### src/rtl/i2c_api_arbiter_if.sv
// Bundle between two I2C requesters, the arbiter, and the shared I2C API engine.
// master = arbiter side, slave = requesters plus API engine.
interface i2c_api_arbiter_if;
  logic       r0_req,     r1_req;
  logic [6:0] r0_address, r1_address;
  logic [7:0] r0_cmd,     r1_cmd;
  logic [7:0] r0_data,    r1_data;
  logic [7:0] r0_data2,   r1_data2;
  logic       r0_double,  r1_double;
  logic       r0_done,    r1_done;
  logic       r0_error,   r1_error;

  logic       api_enable;
  logic [6:0] api_address;
  logic [7:0] api_cmd;
  logic [7:0] api_data;
  logic [7:0] api_data2;
  logic       api_double;
  logic       api_complete;
  logic       api_error;
  logic       grant;

  modport master (
    input  r0_req, r1_req, r0_address, r1_address, r0_cmd, r1_cmd,
           r0_data, r1_data, r0_data2, r1_data2, r0_double, r1_double,
           api_complete, api_error,
    output r0_done, r1_done, r0_error, r1_error,
           api_enable, api_address, api_cmd, api_data, api_data2, api_double, grant
  );

  modport slave (
    output r0_req, r1_req, r0_address, r1_address, r0_cmd, r1_cmd,
           r0_data, r1_data, r0_data2, r1_data2, r0_double, r1_double,
           api_complete, api_error,
    input  r0_done, r1_done, r0_error, r1_error,
           api_enable, api_address, api_cmd, api_data, api_data2, api_double, grant
  );
endinterface

### src/rtl/i2c_api_arbiter.sv
// Round-robin arbiter sharing one I2C API engine between two requesters,
// with a per-transaction timeout that reports an error to the granted requester.
//
// state     | meaning
// IDLE      | arbitrate when a request is pending and the API is idle
// ISSUE     | api_enable high until the API reports busy
// WAIT_DONE | API busy, waiting for completion
// RESPOND   | one-cycle done/error pulse to the granted requester
module i2c_api_arbiter #(
  parameter int unsigned TIMEOUT_CYCLES = 2000000,
  parameter int unsigned CNT_W          = 24
) (
  input  logic               clk,
  input  logic               rst_n,
  i2c_api_arbiter_if.master  bus
);

  typedef enum logic [1:0] {IDLE, ISSUE, WAIT_DONE, RESPOND} state_e;

  localparam logic [CNT_W-1:0] CNT_LAST = CNT_W'(TIMEOUT_CYCLES - 1);

  state_e           state_q,  state_d;
  logic             grant_q,  grant_d;
  logic             status_q, status_d;
  logic [CNT_W-1:0] cnt_q,    cnt_d;
  logic [6:0]       addr_q,   addr_d;
  logic [7:0]       cmd_q,    cmd_d;
  logic [7:0]       data_q,   data_d;
  logic [7:0]       data2_q,  data2_d;
  logic             dbl_q,    dbl_d;
  logic             win;
  logic             timeout;

  assign timeout = (cnt_q == CNT_LAST);

  always_comb begin
    state_d  = state_q;
    grant_d  = grant_q;
    status_d = status_q;
    cnt_d    = cnt_q;
    addr_d   = addr_q;
    cmd_d    = cmd_q;
    data_d   = data_q;
    data2_d  = data2_q;
    dbl_d    = dbl_q;
    win      = 1'b0;

    case (state_q)
      IDLE: begin
        if (bus.api_complete && (bus.r0_req || bus.r1_req)) begin
          // On contention the requester not served last wins.
          win      = (bus.r0_req && bus.r1_req) ? ~grant_q : bus.r1_req;
          grant_d  = win;
          addr_d   = win ? bus.r1_address : bus.r0_address;
          cmd_d    = win ? bus.r1_cmd     : bus.r0_cmd;
          data_d   = win ? bus.r1_data    : bus.r0_data;
          data2_d  = win ? bus.r1_data2   : bus.r0_data2;
          dbl_d    = win ? bus.r1_double  : bus.r0_double;
          cnt_d    = '0;
          state_d  = ISSUE;
        end
      end
      ISSUE: begin
        cnt_d = cnt_q + 1'b1;
        if (timeout) begin
          status_d = 1'b1;
          state_d  = RESPOND;
        end else if (!bus.api_complete) begin
          state_d = WAIT_DONE;
        end
      end
      WAIT_DONE: begin
        cnt_d = cnt_q + 1'b1;
        // A completion in the timeout cycle counts as a normal completion.
        if (bus.api_complete) begin
          status_d = bus.api_error;
          state_d  = RESPOND;
        end else if (timeout) begin
          status_d = 1'b1;
          state_d  = RESPOND;
        end
      end
      RESPOND: state_d = IDLE;
      default: state_d = IDLE;
    endcase
  end

  always_ff @(posedge clk) begin
    if (!rst_n) begin
      state_q  <= IDLE;
      grant_q  <= 1'b1;
      status_q <= 1'b0;
      cnt_q    <= '0;
      addr_q   <= '0;
      cmd_q    <= '0;
      data_q   <= '0;
      data2_q  <= '0;
      dbl_q    <= 1'b0;
    end else begin
      state_q  <= state_d;
      grant_q  <= grant_d;
      status_q <= status_d;
      cnt_q    <= cnt_d;
      addr_q   <= addr_d;
      cmd_q    <= cmd_d;
      data_q   <= data_d;
      data2_q  <= data2_d;
      dbl_q    <= dbl_d;
    end
  end

  assign bus.api_enable  = (state_q == ISSUE);
  assign bus.api_address = addr_q;
  assign bus.api_cmd     = cmd_q;
  assign bus.api_data    = data_q;
  assign bus.api_data2   = data2_q;
  assign bus.api_double  = dbl_q;
  assign bus.grant       = grant_q;
  assign bus.r0_done     = (state_q == RESPOND) && !grant_q;
  assign bus.r1_done     = (state_q == RESPOND) &&  grant_q;
  assign bus.r0_error    = bus.r0_done && status_q;
  assign bus.r1_error    = bus.r1_done && status_q;

endmodule

### src/flat_wrapper.sv
// flat-port wrapper written by rule: the top's interface ports become plain ports
module i2c_api_arbiter_flat 
#(
  parameter int unsigned TIMEOUT_CYCLES = 2000000,
  parameter int unsigned CNT_W          = 24
)
  (clk, rst_n, bus_r0_req, bus_r1_req, bus_r0_address, bus_r1_address, bus_r0_cmd, bus_r1_cmd, bus_r0_data, bus_r1_data, bus_r0_data2, bus_r1_data2, bus_r0_double, bus_r1_double, bus_api_complete, bus_api_error, bus_r0_done, bus_r1_done, bus_r0_error, bus_r1_error, bus_api_enable, bus_api_address, bus_api_cmd, bus_api_data, bus_api_data2, bus_api_double, bus_grant);
  i2c_api_arbiter_if bus_i ();
  input  logic clk;
  input  logic rst_n;
  input wire logic [$bits(bus_i.r0_req)-1:0] bus_r0_req;
  input wire logic [$bits(bus_i.r1_req)-1:0] bus_r1_req;
  input wire logic [$bits(bus_i.r0_address)-1:0] bus_r0_address;
  input wire logic [$bits(bus_i.r1_address)-1:0] bus_r1_address;
  input wire logic [$bits(bus_i.r0_cmd)-1:0] bus_r0_cmd;
  input wire logic [$bits(bus_i.r1_cmd)-1:0] bus_r1_cmd;
  input wire logic [$bits(bus_i.r0_data)-1:0] bus_r0_data;
  input wire logic [$bits(bus_i.r1_data)-1:0] bus_r1_data;
  input wire logic [$bits(bus_i.r0_data2)-1:0] bus_r0_data2;
  input wire logic [$bits(bus_i.r1_data2)-1:0] bus_r1_data2;
  input wire logic [$bits(bus_i.r0_double)-1:0] bus_r0_double;
  input wire logic [$bits(bus_i.r1_double)-1:0] bus_r1_double;
  input wire logic [$bits(bus_i.api_complete)-1:0] bus_api_complete;
  input wire logic [$bits(bus_i.api_error)-1:0] bus_api_error;
  output wire logic [$bits(bus_i.r0_done)-1:0] bus_r0_done;
  output wire logic [$bits(bus_i.r1_done)-1:0] bus_r1_done;
  output wire logic [$bits(bus_i.r0_error)-1:0] bus_r0_error;
  output wire logic [$bits(bus_i.r1_error)-1:0] bus_r1_error;
  output wire logic [$bits(bus_i.api_enable)-1:0] bus_api_enable;
  output wire logic [$bits(bus_i.api_address)-1:0] bus_api_address;
  output wire logic [$bits(bus_i.api_cmd)-1:0] bus_api_cmd;
  output wire logic [$bits(bus_i.api_data)-1:0] bus_api_data;
  output wire logic [$bits(bus_i.api_data2)-1:0] bus_api_data2;
  output wire logic [$bits(bus_i.api_double)-1:0] bus_api_double;
  output wire logic [$bits(bus_i.grant)-1:0] bus_grant;
  assign bus_i.r0_req = bus_r0_req;
  assign bus_i.r1_req = bus_r1_req;
  assign bus_i.r0_address = bus_r0_address;
  assign bus_i.r1_address = bus_r1_address;
  assign bus_i.r0_cmd = bus_r0_cmd;
  assign bus_i.r1_cmd = bus_r1_cmd;
  assign bus_i.r0_data = bus_r0_data;
  assign bus_i.r1_data = bus_r1_data;
  assign bus_i.r0_data2 = bus_r0_data2;
  assign bus_i.r1_data2 = bus_r1_data2;
  assign bus_i.r0_double = bus_r0_double;
  assign bus_i.r1_double = bus_r1_double;
  assign bus_i.api_complete = bus_api_complete;
  assign bus_i.api_error = bus_api_error;
  assign bus_r0_done = bus_i.r0_done;
  assign bus_r1_done = bus_i.r1_done;
  assign bus_r0_error = bus_i.r0_error;
  assign bus_r1_error = bus_i.r1_error;
  assign bus_api_enable = bus_i.api_enable;
  assign bus_api_address = bus_i.api_address;
  assign bus_api_cmd = bus_i.api_cmd;
  assign bus_api_data = bus_i.api_data;
  assign bus_api_data2 = bus_i.api_data2;
  assign bus_api_double = bus_i.api_double;
  assign bus_grant = bus_i.grant;
  i2c_api_arbiter #(.TIMEOUT_CYCLES(TIMEOUT_CYCLES), .CNT_W(CNT_W)) u_core (.clk(clk), .rst_n(rst_n), .bus(bus_i));
endmodule
### config.mk
export PLATFORM = sky130hd
export DESIGN_NAME = i2c_api_arbiter_flat
export DESIGN_NICKNAME = d
export VERILOG_FILES = /design/src/rtl/i2c_api_arbiter_if.sv /design/src/rtl/i2c_api_arbiter.sv /design/src/flat_wrapper.sv
export SDC_FILE = /design/constraint.sdc
export NUM_CORES = 1
export LEC_CHECK = 0
export BUFFER_PORTS_ARGS = -buffer_cell sky130_fd_sc_hd__buf_2
export CAP_MARGIN = 15
export CORE_ASPECT_RATIO = 0.9
export CORE_MARGIN = 10
export CORE_UTILIZATION = 40
export DETAILED_ROUTE_END_ITERATION = 16
export PLACE_DENSITY = 0.63
export SLEW_MARGIN = 20
export SYNTH_ARGS = -nofsm -noshare
export SYNTH_HDL_FRONTEND = slang
export SYNTH_SLANG_ARGS = --single-unit
### constraint.sdc
create_clock -name clk -period 4.6 [get_ports clk]
set_input_delay 1.15 -clock clk [delete_from_list [all_inputs] [get_ports clk]]
set_output_delay 1.15 -clock clk [all_outputs]
set_load 0.005 [all_outputs]
Yosys cells after proc, flatten, opt, wreduce, memory -nomap -nowiden

Index checks and enable logic that the tools add are counted.

Register bits after elaboration: 60
Bits of input ports: 70

Add/subtract/negate cells: 1
Eq/ne operators: 7
Multiplexer cells: 17
Bitwise operators: 1
Reductions and logical operators: 15

Operators by type and width:

| cell                                                   | number |
|---|---|
| one-hot mux 24 bit (2 select lines)                    | 1 |
| adder 24 x 1 -> 24 bit (second input constant)         | 1 |
| equality test 24 x 21 -> 1 bit (second input constant) | 1 |
| two-way mux 24 bit                                     | 1 |
| two-way mux 8 bit                                      | 3 |
| two-way mux 2 bit                                      | 5 |
| one-hot mux 2 bit (4 select lines)                     | 1 |
| two-way mux 7 bit                                      | 1 |
| logical AND 1 bit                                      | 6 |
| inequality test 3 x 2 -> 1 bit (second input constant) | 2 |
| equality test 2 bit (second input constant)            | 2 |
| two-way mux 1 bit                                      | 4 |
| AND reduction 2 bit                                    | 2 |
| nonzero test 2 bit                                     | 2 |
| AND reduction 3 bit                                    | 1 |
| equality test 2 x 1 -> 1 bit (second input constant)   | 1 |
| logical NOT 2 bit                                      | 1 |
| inequality test 2 x 1 -> 1 bit (second input constant) | 1 |
| one-hot mux 1 bit (2 select lines)                     | 1 |
| OR reduction 2 bit                                     | 1 |
| logical NOT 1 bit                                      | 1 |
| logical OR 1 bit                                       | 1 |
| inverter 1 bit                                         | 1 |

Logic depth before layout (Yosys ltp)

Gate-level depths: netlist of run 1.

Word-level depth: 4
Mapped depth: 8
Gate-level depth less buffers: 6

Worst setup path before layout of run 1

OpenSTA, ideal clock, no wires.

Path kind: input to register
From: input bus_r1_req
To: register u_core.cnt_q[17]
Library setup time: 0.073 ns
Arrival: 2.196 ns
Path slack: 2.331 ns
Stages on the path: 5
Buffers on the path: 1
Cells stage by stage: o211a_4 o2111ai_4 buf_6 or4_1 a21oi_1

Cells in the longest elaborated chain, start to end: 4

RTL lines:

| item                                            | RTL line               | text |
|---|---|---|
| start: declaration                              | flat_wrapper.sv:12     | `input wire logic [$bits(bus_i.r1_req)-1:0] bus_r1_req;` |
| logical OR 1 bit                                | i2c_api_arbiter.sv:50  | `if (bus.api_complete && (bus.r0_req \|\| bus.r1_req)) begin` |
| logical AND 1 bit                               | i2c_api_arbiter.sv:50  |  |
| inequality test 2 x 1 -> 1 bit (no source line) | --                     |  |
| AND reduction 2 bit (no source line)            | --                     |  |
| end signal: assignment                          | i2c_api_arbiter.sv:103 | `cnt_q <= cnt_d;` |
| end: declaration                                | i2c_api_arbiter.sv:25  | `logic [CNT_W-1:0] cnt_q, cnt_d;` |

Every way passes these cells.
A chain may end at the register's enable or synchronous reset.

Final worst setup path of run 1

From: input bus_api_complete
To: register u_core.cnt_q[13]

Cells in the longest elaborated chain, start to end: 3

RTL lines:

| item                                            | RTL line              | text |
|---|---|---|
| start: declaration                              | flat_wrapper.sv:23    | `input wire logic [$bits(bus_i.api_complete)-1:0] bus_api_complete;` |
| logical AND 1 bit                               | i2c_api_arbiter.sv:50 |  |
| inequality test 2 x 1 -> 1 bit (no source line) | --                    |  |
| AND reduction 2 bit (no source line)            | --                    |  |

Every way passes these cells.

==> impl_summary.log, run 1 <==
INFO  metric cts_sinks = 60
INFO  metric fin_crit_sh = 0.590
INFO  metric synth.ff_latch_count = 60
INFO  metric final_layout_size_suffix_gt1_frac = 0.304
INFO  metric setup_violations = 0
INFO  metric skew = 0.00582 ns
INFO  metric placement.cell_area = 3620 um^2
INFO  metric grt_antenna_before_repair = 0
INFO  metric kind_of_launch_point_of_the_worst_setup_path = input port
INFO  metric worst_slack_setup_final = 1.88 ns
INFO  metric max-vdd-ir-drop = 0.000243 V
INFO  metric htree_levels = 3
INFO  metric layout.filler_cells = 709
INFO  metric run_status = completed
INFO  metric hold_viol_final = 0
INFO  metric tritoncts.num_buffers = 9
INFO  metric mappedNetlistArea = 3050 um^2
INFO  metric io_buffers = 107
INFO  metric path_class = in2reg
INFO  metric grtUsageTotal = 0.138
INFO  metric timing_worst_slew_pin_value = 0.628 ns
INFO  metric synth_top_area_cell = dfxtp_1
INFO  metric gp_routability_congestion = 0.789
INFO  metric postSynth.asyncResetShare = 0
INFO  metric postCtsSetupBuffers = 0
INFO  metric crit_path_top_delay_cell = buf_4
INFO  metric wire_length_of_the_first_global_routing_pass = 13.3 mm
INFO  metric clk-insertion-delay-late = 0.33 ns
INFO  metric ys_dominant_reg_cell = dfxtp_1
INFO  metric powerDensity = 424 nW/um^2
INFO  metric maxSlewViolCount = 0
INFO  metric path_max_fanout = 69
INFO  metric share_of_the_synthesized_area_in_the_top_cell_type = 0.394
INFO  metric critical_path.reg2reg.endpoint = u_core.cnt_q[13]
INFO  metric finalNetCount = 509
INFO  metric worstReg2RegStart = u_core.state_q[0]
INFO  metric worst_r2r_path_depth = 7
INFO  metric cts.reportedPaths.clkPinSlew = 0.07 ns
INFO  metric cts_tree = built
INFO  metric via_count = 2,853
INFO  metric timing.critical_path.to = u_core.cnt_q[13]
INFO  metric pin_count = 108
INFO  metric drt-initial-drc-count = 141
INFO  metric largest_net_degree_at_the_start_of_global_routing = 70
INFO  metric synthesis.area_per_instance = 9.09 um^2
INFO  metric unrepaired_setup_endpoints_after_global_routing = no
INFO  metric max_freq = 368 MHz
INFO  metric slowest_delay = 0.54 ns
INFO  metric min-delay-path-class = reg2reg
INFO  metric effective_utilization_at_floorplan = 0.408
INFO  metric synth-edff-count = 0
INFO  metric regToRegSetupSlack = 2.05 ns
INFO  metric die_area = 11,500 um^2
INFO  metric die_w = 112 um
INFO  metric grt_remaining_overflow = 0
INFO  metric synth_sequential_area_ratio = 0.394
INFO  metric num_antenna_cells = 0
INFO  metric slew_headroom = 0.582
INFO  metric final.hold.worst_slack = 0.494 ns
INFO  metric route.detailed.wl_per_inst = 15.9 um
INFO  metric cp_data_required_time = 4.88 ns
INFO  metric postCtsHoldBufs = 0
INFO  metric core = 7470 um^2
INFO  metric ctsResizeCount = 0
INFO  metric die_y = 103 um
INFO  metric critical_path_sink_type = flip-flop
INFO  metric cp_data_arrival_time = 2.99 ns
INFO  metric detail_route.wirelength = 8.51 mm
INFO  metric setup_tns = 0 ns
INFO  metric drt_pre_antenna_iters = 4
INFO  metric post_synth_inst_count = 335
INFO  metric yosysWarningCount = 0
INFO  metric max_cap_violations = 0
INFO  metric hp-start = u_core.bus.api_cmd[3]
INFO  metric clk_path_buf_depth = 2
INFO  metric hpwlAfterDp = 6.43 mm
INFO  metric pre_cts_ws = 1.54 ns
INFO  metric fin_total_pwr = 1620 uW
INFO  metric grt_pass1_vias = 2,775
INFO  metric worstSetupStartpoint = bus_api_complete
INFO  metric period_needed = 2.72 ns
INFO  metric drcViolationCount = 0
INFO  metric syn_to_final_growth = 25.6%
INFO  metric drt.antenna.violating_nets = 0
INFO  metric cellLeakagePower = 0.00160 uW
INFO  metric synth.area.top_cells = dfxtp_1 39%, mux2i_1 11%, a211oi_1 8.4%, nor2_1 5.4%, ha_1 2.5%
INFO  metric syn_nets = 411
INFO  metric std_cell_rows = 30
INFO  metric clk_root_buffer_cell = clkbuf_8
INFO  metric path_cells = buf_2 -> o211a_4 -> buf_4 -> o2111ai_1 -> or4_1 -> nand2_1
INFO  metric final_design_instance_area_without_fill = 3820 um^2
INFO  metric viasPerCell = 5.34
INFO  metric synth.distinct_cells = 51
## per-layer routing
metal,vias to the layer above,global-route usage,wire (um)
met2,76,0.229,4170
met1,1315,0.168,3820
met4,0,0.0487,114
met3,9,0.0401,405
met5,-,0,0
li1,1453,-,-
## worst min-delay path by stage
stage                              end  slack [ns]  cells after the start
6_report         u_core.bus.api_cmd[3]        0.49                      2
5_1_grt        u_core.bus.api_data2[0]        0.52                      2
4_1_cts          u_core.bus.api_cmd[3]        0.50                      2
3_5_place_dp     u_core.bus.api_cmd[3]        0.49                      2
3_3_place_gp          u_core.cnt_q[19]        0.48                      2
2_1_floorplan         u_core.cnt_q[19]        0.46                      2
## stage by stage
step	util	instances
3_5_place_dp	0.485	518
4_1_cts	0.512	534
6_report	0.512	534
5_1_grt	0.512	534
2_1_floorplan	-	335
3_3_place_gp	0.485	518
## final cells by class
class                      count  area (um^2)  area share
multi-input combinational    244         1710       0.447
inverter                       7         26.3     0.00687
tap                           96          120      0.0314
timing repair buffer         111          566       0.148
sequential                    60         1200       0.314
clock inverter                 4         47.5      0.0124
clock buffer                  12          155      0.0406
## worst max-delay path: cells and delay by family
family	cells	cell delay (ns)
AOI/OAI and AO/OA	2	0.61
buffers and inverters	2	0.70
and+or+nand+nor	2	0.53
## sequential cells by signal (all words and copies together) (netlist names)
register / count
u_core.state_q: 2
u_core.bus.grant: 1
u_core.bus.api_cmd: 8
u_core.bus.api_data: 8
u_core.cnt_q: 24
u_core.bus.api_double: 1
u_core.bus.api_address: 7
u_core.status_q: 1
u_core.bus.api_data2: 8
## cell usage in the layout, fill, tap and decap left out, types with 6 or more instances in the layout
cell type,instances
mux2i_1,34
o21ai_0,7
xor2_1,8
o31ai_1,6
dfxtp_1,60
o211ai_1,6
nand3_1,8
or4_1,8
inv_1,6
a211oi_1,34
a21oi_1,10
buf_2,107
nand2_1,16
ha_1,6
clkbuf_8,11
nor2_1,44
## synth_stat cells (all sizes together) (4+ instances only)
cell type,number
nand3,8
xor2,8
ha,6
buf,16
inv,6
nor2,44
o21ai,8
o2111ai,4
and3,5
nand2,16
o31ai,6
dfxtp,60
o211ai,7
nand4,4
or4,8
mux2i,34
and2,4
a211oi,34
clkbuf,8
a21oi,10
nand2b,4
## report_power, final
part | leakage, uW | switching [uW] | internal, uW | total, uW
sequential | 0.000491 | 51.5 | 600 | 651
clock | 0.000102 | 203 | 278 | 481
combinational | 0.00101 | 285 | 205 | 491
total | 0.00160 | 539 | 1080 | 1620
## logic make-up after synthesis
group	share of synthesized area
compound gates	0.207
xor+xnor	0.0230
fa+ha+maj	0.0247
buf+inv	0.0481
flops	0.394
mux	0.112
simple gates	0.191
Note: power is estimated with default switching activity, not from simulation.
==> run 2, diff against run 1 <==
==> constraint.sdc (replaced) <==
create_clock -name clk -period 2.5 [get_ports clk]
set_input_delay 0.625 -clock clk [delete_from_list [all_inputs] [get_ports clk]]
set_output_delay 0.625 -clock clk [all_outputs]
set_load 0.005 [all_outputs]
==> run 2 against run 1 <==
Effect of this change:
- power up 96%
- clock-buffer cell count down 2
- utilization grew 0.90 points
- first-iteration DRC count is 6.4% higher
- hold slack better by 0.0012 ns
- sequential power is 84% higher
- clock power grew 120%
- die area is the same
- critical endpoint is now u_core.cnt_q[15]
- highest routed layer unchanged
==> impl_summary.log, run 2 (synthesized netlist as in run 1, its figures left out) <==
INFO  metric core = 7470 um^2 (unchanged)
INFO  metric grtUsageTotal = 0.133 (-0.00538)
INFO  metric pre_cts_ws = 0.226 ns (-1.31 ns)
INFO  metric grt_remaining_overflow = 0 (unchanged)
INFO  metric fin_crit_sh = 0.925
INFO  metric critical_path_sink_type = flip-flop
INFO  metric final_util = 0.521 (+0.00905)
INFO  metric critical_path.reg2reg.endpoint = u_core.cnt_q[15]
INFO  metric largest_net_degree_at_the_start_of_global_routing = 73 (+4.3%)
INFO  metric route.detailed.wl_per_inst = 15.4 um (-3.2%)
INFO  metric worstSetupStartpoint = u_core.state_q[0]
INFO  metric num_antenna_cells = 0 (unchanged)
INFO  metric largest_register_ffs = 24 (unchanged)
INFO  metric period_needed = 2.31 ns
INFO  metric setup_violations = 0 (unchanged)
INFO  metric grt_antenna_before_repair = 0 (unchanged)
INFO  metric power.share.clock = 0.333 (+0.037)
INFO  metric kind_of_launch_point_of_the_worst_setup_path = flip-flop
INFO  metric worstReg2RegStart = u_core.state_q[0]
INFO  metric most-common-layout-cells = 107 x buf_2, 60 x dfxtp_1, 44 x nor2_1, 34 x mux2i_1, 34 x a211oi_1
INFO  metric grt_pass1_vias = 2,710 (-2.3%)
INFO  metric syn_to_final_growth = 27.8%
INFO  metric worst_slack_setup_final = 0.188 ns (-1.70 ns)
INFO  metric max_cap_violations = 0 (unchanged)
INFO  metric die_w = 112 um (unchanged)
INFO  metric hpwlAfterDp = 6.26 mm (-2.7%)
INFO  metric htree_levels = 3 (unchanged)
INFO  metric clk-insertion-delay-late = 0.34 ns (about the same)
INFO  metric maxSlewViolCount = 0 (unchanged)
INFO  metric cp_data_arrival_time = 2.58 ns (-0.41 ns)
INFO  metric clk_root_buffer_cell = clkbuf_8
INFO  metric most_common_cell_after_layout_fill_and_taps_aside = buf_2
INFO  metric skew = 0.00817 ns (+0.00236 ns)
INFO  metric ctsResizeCount = 0 (unchanged)
INFO  metric postCtsSetupBuffers = 0 (unchanged)
INFO  metric drt_pre_antenna_iters = 4 (unchanged)
INFO  metric std_cell_rows = 30 (unchanged)
INFO  metric regToRegSetupSlack = 0.19 ns (-1.86 ns)
INFO  metric comb_power_share = 0.291 (-0.011)
INFO  metric finalNetCount = 510 (+0.20%)
INFO  metric clk_path_buf_depth = 2 (unchanged)
INFO  metric tritoncts.num_buffers = 9 (unchanged)
INFO  metric effective_utilization_at_floorplan = 0.408 (unchanged)
INFO  metric run_status = completed
INFO  metric cellLeakagePower = 0.00164 uW (+2.0%)
INFO  metric via_count = 2,808 (-1.6%)
INFO  metric hold_viol_final = 0 (unchanged)
INFO  metric cts_sinks = 60 (unchanged)
INFO  metric max-vdd-ir-drop = 0.000416 V (+72%)
INFO  metric pin_count = 108 (unchanged)
INFO  metric io_buffers = 107 (unchanged)
INFO  metric die_area = 11,500 um^2 (unchanged)
INFO  metric min-delay-path-class = reg2reg
INFO  metric path_max_fanout = 12 (-83%)
INFO  metric cts.reportedPaths.clkPinSlew = 0.07 ns (about the same)
INFO  metric drt.antenna.violating_nets = 0 (unchanged)
INFO  metric drcViolationCount = 0 (unchanged)
INFO  metric die_y = 103 um (unchanged)
INFO  metric power.switching_fraction = 0.314 (-0.0187)
INFO  metric seqPwrFrac = 0.376 (-0.025)
INFO  metric layout.filler_cells = 703 (-0.85%)
INFO  metric drt-initial-drc-count = 150 (+6.4%)
INFO  metric cts_tree = built
INFO  metric sw_pwr = 998 uW (+85%)
INFO  metric timing.critical_path.to = u_core.cnt_q[15]
INFO  metric postCtsHoldBufs = 0 (unchanged)
INFO  metric viasPerCell = 5.26 (-1.6%)
INFO  metric unrepaired_setup_endpoints_after_global_routing = no
INFO  metric slew_headroom = 0.415 (-0.166)
INFO  metric cp_data_required_time = 2.76 ns (-2.12 ns)
INFO  metric final.hold.worst_slack = 0.495 ns (+0.00125 ns)
INFO  metric internal = 2180 uW (+100%)
INFO  metric powerDensity = 818 nW/um^2 (+93%)
INFO  metric setup_tns = 0 ns (unchanged)
INFO  metric worst_r2r_path_depth = 6 (-1)
INFO  metric number_of_cells_on_the_worst_hold_path = 2 (unchanged)
INFO  metric timing_worst_slew_pin_value = 0.871 ns (+0.243 ns)
INFO  metric gp_routability_congestion = 0.863 (+9.5%)
INFO  metric final_layout_size_suffix_gt1_frac = 0.306 (+0.00228)
INFO  metric path_class = reg2reg
INFO  metric detail_route.wirelength = 8.24 mm (-3.2%)
INFO  metric max_freq = 433 MHz
INFO  metric wire_length_of_the_first_global_routing_pass = 12.8 mm (-3.9%)
INFO  metric largest-register = u_core.cnt_q
## run 2: changes by cell type in the layout (fill, tap and decap cells not counted)
cell        delta
buf_4          -1
clkbuf_8       -1
buf_12         +2
clkinvlp_4     -1
clkbuf_1       -1
bufinv_16      +2
## run 2: metal layers
layer	part of all wire	up-vias	global-route usage
li1	-	1462	-
met1	0.43	1261	0.157
met2	0.49	76	0.216
met3	0.065	9	0.0512
met4	0.012	0	0.0468
met5	0	-	0
## run 2: per-stage QoR
stage | instances | total power (uW) | instance area [um^2]
final | 534 | 3180 | 3890
after global routing | 534 | 3380 | 3890
after CTS | 534 | 3220 | 3890
after detailed placement | 519 | 2150 | 3650
after floorplan | 335 | 1800 | 3050
after global placement | 519 | 2130 | 3650
## run 2: power by group through the flow
stage / combinational, uW / sequential [uW] / clock (uW)
3_3_place_gp: 925 / 1210 / 0
6_report: 926 / 1200 / 1060
5_1_grt: 1050 / 1210 / 1120
4_1_cts: 939 / 1200 / 1080
3_5_place_dp: 935 / 1210 / 0
2_1_floorplan: 578 / 1220 / 0
## run 2: how the worst min path moves through the flow
stage	startpoint	endpoint	slack, ns
2_1_floorplan	u_core.cnt_q[19]	u_core.cnt_q[19]	0.46
3_3_place_gp	u_core.cnt_q[19]	u_core.cnt_q[19]	0.48
3_5_place_dp	u_core.bus.api_data2[3]	u_core.bus.api_data2[3]	0.49
4_1_cts	u_core.bus.api_data2[3]	u_core.bus.api_data2[3]	0.50
5_1_grt	u_core.bus.api_data2[2]	u_core.bus.api_data2[2]	0.51
6_report	u_core.bus.api_data2[2]	u_core.bus.api_data2[2]	0.49
## run 2: area by class of cell
cell class | instances | area, um^2 | share of cell area
repair buffers | 112 | 598 | 0.154
flip-flops and latches | 60 | 1200 | 0.309
inverters | 7 | 26.3 | 0.00675
well taps | 96 | 120 | 0.0309
multi-input cells | 244 | 1710 | 0.439
clock buffers | 10 | 138 | 0.0354
clock inverters | 5 | 100 | 0.0257
## run 2: critical path: stages (launching register included)
cell       delay (ns)
dfxtp_1          0.44
inv_1            0.12
ha_1             0.44
and2b_1          0.33
o2111ai_4        0.22
or4_1            0.55
a21oi_1          0.14
==> run 3, diff against run 2 <==
--- a/config.mk
+++ b/config.mk
@@ -6,11 +6,12 @@
 export NUM_CORES = 1
 export LEC_CHECK = 0
 export BUFFER_PORTS_ARGS = -buffer_cell sky130_fd_sc_hd__buf_2
-export CAP_MARGIN = 15
+export CAP_MARGIN = 25
 export CORE_ASPECT_RATIO = 0.9
 export CORE_MARGIN = 10
 export CORE_UTILIZATION = 40
 export DETAILED_ROUTE_END_ITERATION = 16
+export MAX_ROUTING_LAYER = met4
 export PLACE_DENSITY = 0.63
 export SLEW_MARGIN = 20
 export SYNTH_ARGS = -nofsm -noshare
==> run 3 against run 2 <==
Effect of this change:
- flip-flop and latch count is the same
- cell area is the same
- power shrank 0.17%
- clock power is essentially flat
- sequential power is essentially flat
- global-route usage grew 0.37 points
- die area is the same
- clock-buffer cell count is the same
- worst setup slack gained 0.0077 ns
- critical endpoint is now u_core.cnt_q[17]
- largest cell class unchanged
==> impl_summary.log, run 3 (synthesized netlist as in run 1, its figures left out) <==
INFO  metric run_status = completed
INFO  metric syn_to_final_growth = 27.8% (unchanged)
INFO  metric largest_register_ffs = 24 (unchanged)
INFO  metric largest-register = u_core.cnt_q
INFO  metric largest_net_degree_at_the_start_of_global_routing = 73 (unchanged)
INFO  metric die_y = 103 um (unchanged)
INFO  metric io_buffers = 107 (unchanged)
INFO  metric final_layout_size_suffix_gt1_frac = 0.306 (unchanged)
INFO  metric grtUsageTotal = 0.136 (+0.00368)
INFO  metric most-common-layout-cells = 107 x buf_2, 60 x dfxtp_1, 44 x nor2_1, 34 x mux2i_1, 34 x a211oi_1
INFO  metric kind_of_launch_point_of_the_worst_setup_path = flip-flop
INFO  metric via_count = 2,809 (+0.036%)
INFO  metric finalNetCount = 510 (unchanged)
INFO  metric sw_pwr = 993 uW (-0.56%)
INFO  metric pin_count = 108 (unchanged)
INFO  metric critical_path_sink_type = flip-flop
INFO  metric core = 7470 um^2 (unchanged)
INFO  metric seqPwrFrac = 0.376 (about the same)
INFO  metric postCtsHoldBufs = 0 (unchanged)
INFO  metric path_class = reg2reg
INFO  metric worstReg2RegStart = u_core.state_q[0]
INFO  metric fin_total_pwr = 3180 uW (-0.17%)
INFO  metric gp_routability_congestion = 0.877 (+1.6%)
INFO  metric route.detailed.wl_per_inst = 15.4 um (about the same)
INFO  metric period_needed = 2.30 ns (-0.00775 ns)
INFO  metric effective_utilization_at_floorplan = 0.408 (unchanged)
INFO  metric clk_path_buf_depth = 2 (unchanged)
INFO  metric path_max_fanout = 12 (unchanged)
INFO  metric slew_headroom = 0.380 (-0.0355)
INFO  metric die_w = 112 um (unchanged)
INFO  metric most_common_cell_after_layout_fill_and_taps_aside = buf_2
INFO  metric viasPerCell = 5.26 (about the same)
INFO  metric setup_tns = 0 ns (unchanged)
INFO  metric cts.reportedPaths.clkPinSlew = 0.07 ns (about the same)
INFO  metric final.hold.worst_slack = 0.494 ns (-0.000904 ns)
INFO  metric drt_pre_antenna_iters = 4 (unchanged)
INFO  metric regToRegSetupSlack = 0.20 ns (about the same)
INFO  metric maxSlewViolCount = 0 (unchanged)
INFO  metric comb_power_share = 0.292 (about the same)
INFO  metric grt_pass1_vias = 2,708 (-0.074%)
INFO  metric wire_length_of_the_first_global_routing_pass = 12.8 mm (+0.16%)
INFO  metric htree_levels = 3 (unchanged)
INFO  metric max_cap_violations = 0 (unchanged)
INFO  metric cp_data_required_time = 2.75 ns (about the same)
INFO  metric clk-insertion-delay-late = 0.33 ns (about the same)
INFO  metric num_antenna_cells = 0 (unchanged)
INFO  metric detail_route.wirelength = 8.24 mm (about the same)
INFO  metric power.switching_fraction = 0.312 (-0.00121)
INFO  metric unrepaired_setup_endpoints_after_global_routing = no
INFO  metric max-vdd-ir-drop = 0.000416 V (about the same)
INFO  metric drt-initial-drc-count = 139 (-7.3%)
INFO  metric numPlacedInstances = 519 (unchanged)
INFO  metric fin_crit_sh = 0.922 (-0.00310)
INFO  metric power.share.clock = 0.332 (about the same)
INFO  metric critical_path.reg2reg.endpoint = u_core.cnt_q[17]
INFO  metric cts_sinks = 60 (unchanged)
INFO  metric grt_antenna_before_repair = 0 (unchanged)
INFO  metric setup_violations = 0 (unchanged)
INFO  metric min-delay-path-class = reg2reg
INFO  metric ctsResizeCount = 0 (unchanged)
INFO  metric timing_worst_slew_pin_value = 0.924 ns (+0.0530 ns)
INFO  metric hold_viol_final = 0 (unchanged)
INFO  metric layout.filler_cells = 703 (unchanged)
INFO  metric hpwlAfterDp = 6.26 mm (unchanged)
INFO  metric internal = 2180 uW (about the same)
INFO  metric cts_tree = built
INFO  metric cellLeakagePower = 0.00164 uW (unchanged)
INFO  metric drt.antenna.violating_nets = 0 (unchanged)
INFO  metric worstSetupStartpoint = u_core.state_q[0]
INFO  metric worst_r2r_path_depth = 6 (unchanged)
INFO  metric timing.critical_path.to = u_core.cnt_q[17]
INFO  metric postCtsSetupBuffers = 0 (unchanged)
INFO  metric std_cell_rows = 30 (unchanged)
INFO  metric die_area = 11,500 um^2 (unchanged)
INFO  metric max_freq = 434 MHz (+0.34%)
INFO  metric clk_root_buffer_cell = clkbuf_8
INFO  metric skew = 0.00870 ns (+0.000525 ns)
INFO  metric drcViolationCount = 0 (unchanged)
INFO  metric tritoncts.num_buffers = 9 (unchanged)
INFO  metric stdcell_count = 534 (unchanged)
INFO  metric grt_remaining_overflow = 0 (unchanged)
INFO  metric powerDensity = 816 nW/um^2 (-0.17%)
INFO  metric cp_data_arrival_time = 2.56 ns (-0.02 ns)
-- run 3: cell counts in the layout (fill, tap and decap cells not counted) --
No cell type changed its count.
-- run 3: critical path: stages, from the launching register on --
cell       delay, ns
dfxtp_1         0.44
inv_1           0.12
ha_1            0.43
and2b_1         0.32
o2111ai_4       0.22
or4_1           0.53
a21oi_1         0.17
-- run 3: per-layer routing --
metal  vias up  part of all wire  GRT usage  wire [um]
met2        77              0.49      0.216       4010
met3         6             0.054     0.0465        446
met5         -                 0          -          0
met4         0            0.0074     0.0439         61
met1      1267              0.45      0.161       3720
li1       1459                 -          -          -
-- run 3: through the flow --
step	setup slack, ns	cell area [um^2]	utilization
6_report	0.196	3890	0.521
5_1_grt	0.000498	3890	0.521
4_1_cts	0.206	3890	0.521
3_5_place_dp	0.226	3650	0.489
3_3_place_gp	0.347	3650	0.489
2_1_floorplan	0.492	3050	-
-- run 3: cell type report --
cell class                 count  area [um^2]  share of cell area
clock inverter                 5          100              0.0257
inverter                       7         26.3             0.00675
multi-input combinational    244         1710               0.439
sequential                    60         1200               0.309
clock buffer                  10          138              0.0354
timing repair buffer         112          598               0.154
tap                           96          120              0.0309
-- run 3: worst min-delay path by stage --
stage	endpoint	start	cells after the start	slack, ns
after floorplan	u_core.cnt_q[19]	u_core.cnt_q[19]	2	0.46
after global placement	u_core.cnt_q[19]	u_core.cnt_q[19]	2	0.48
after detailed placement	u_core.bus.api_data2[3]	u_core.bus.api_data2[3]	2	0.49
after CTS	u_core.bus.api_data2[3]	u_core.bus.api_data2[3]	2	0.50
after global routing	u_core.bus.api_data2[2]	u_core.bus.api_data2[2]	2	0.51
final	u_core.bus.api_data2[3]	u_core.bus.api_data2[3]	2	0.49
-- run 3: power groups by stage --
stage	combinational (uW)	sequential, uW	clock (uW)
2_1_floorplan	578	1220	0
3_3_place_gp	925	1210	0
3_5_place_dp	935	1210	0
4_1_cts	939	1200	1080
5_1_grt	1050	1210	1120
6_report	927	1200	1050
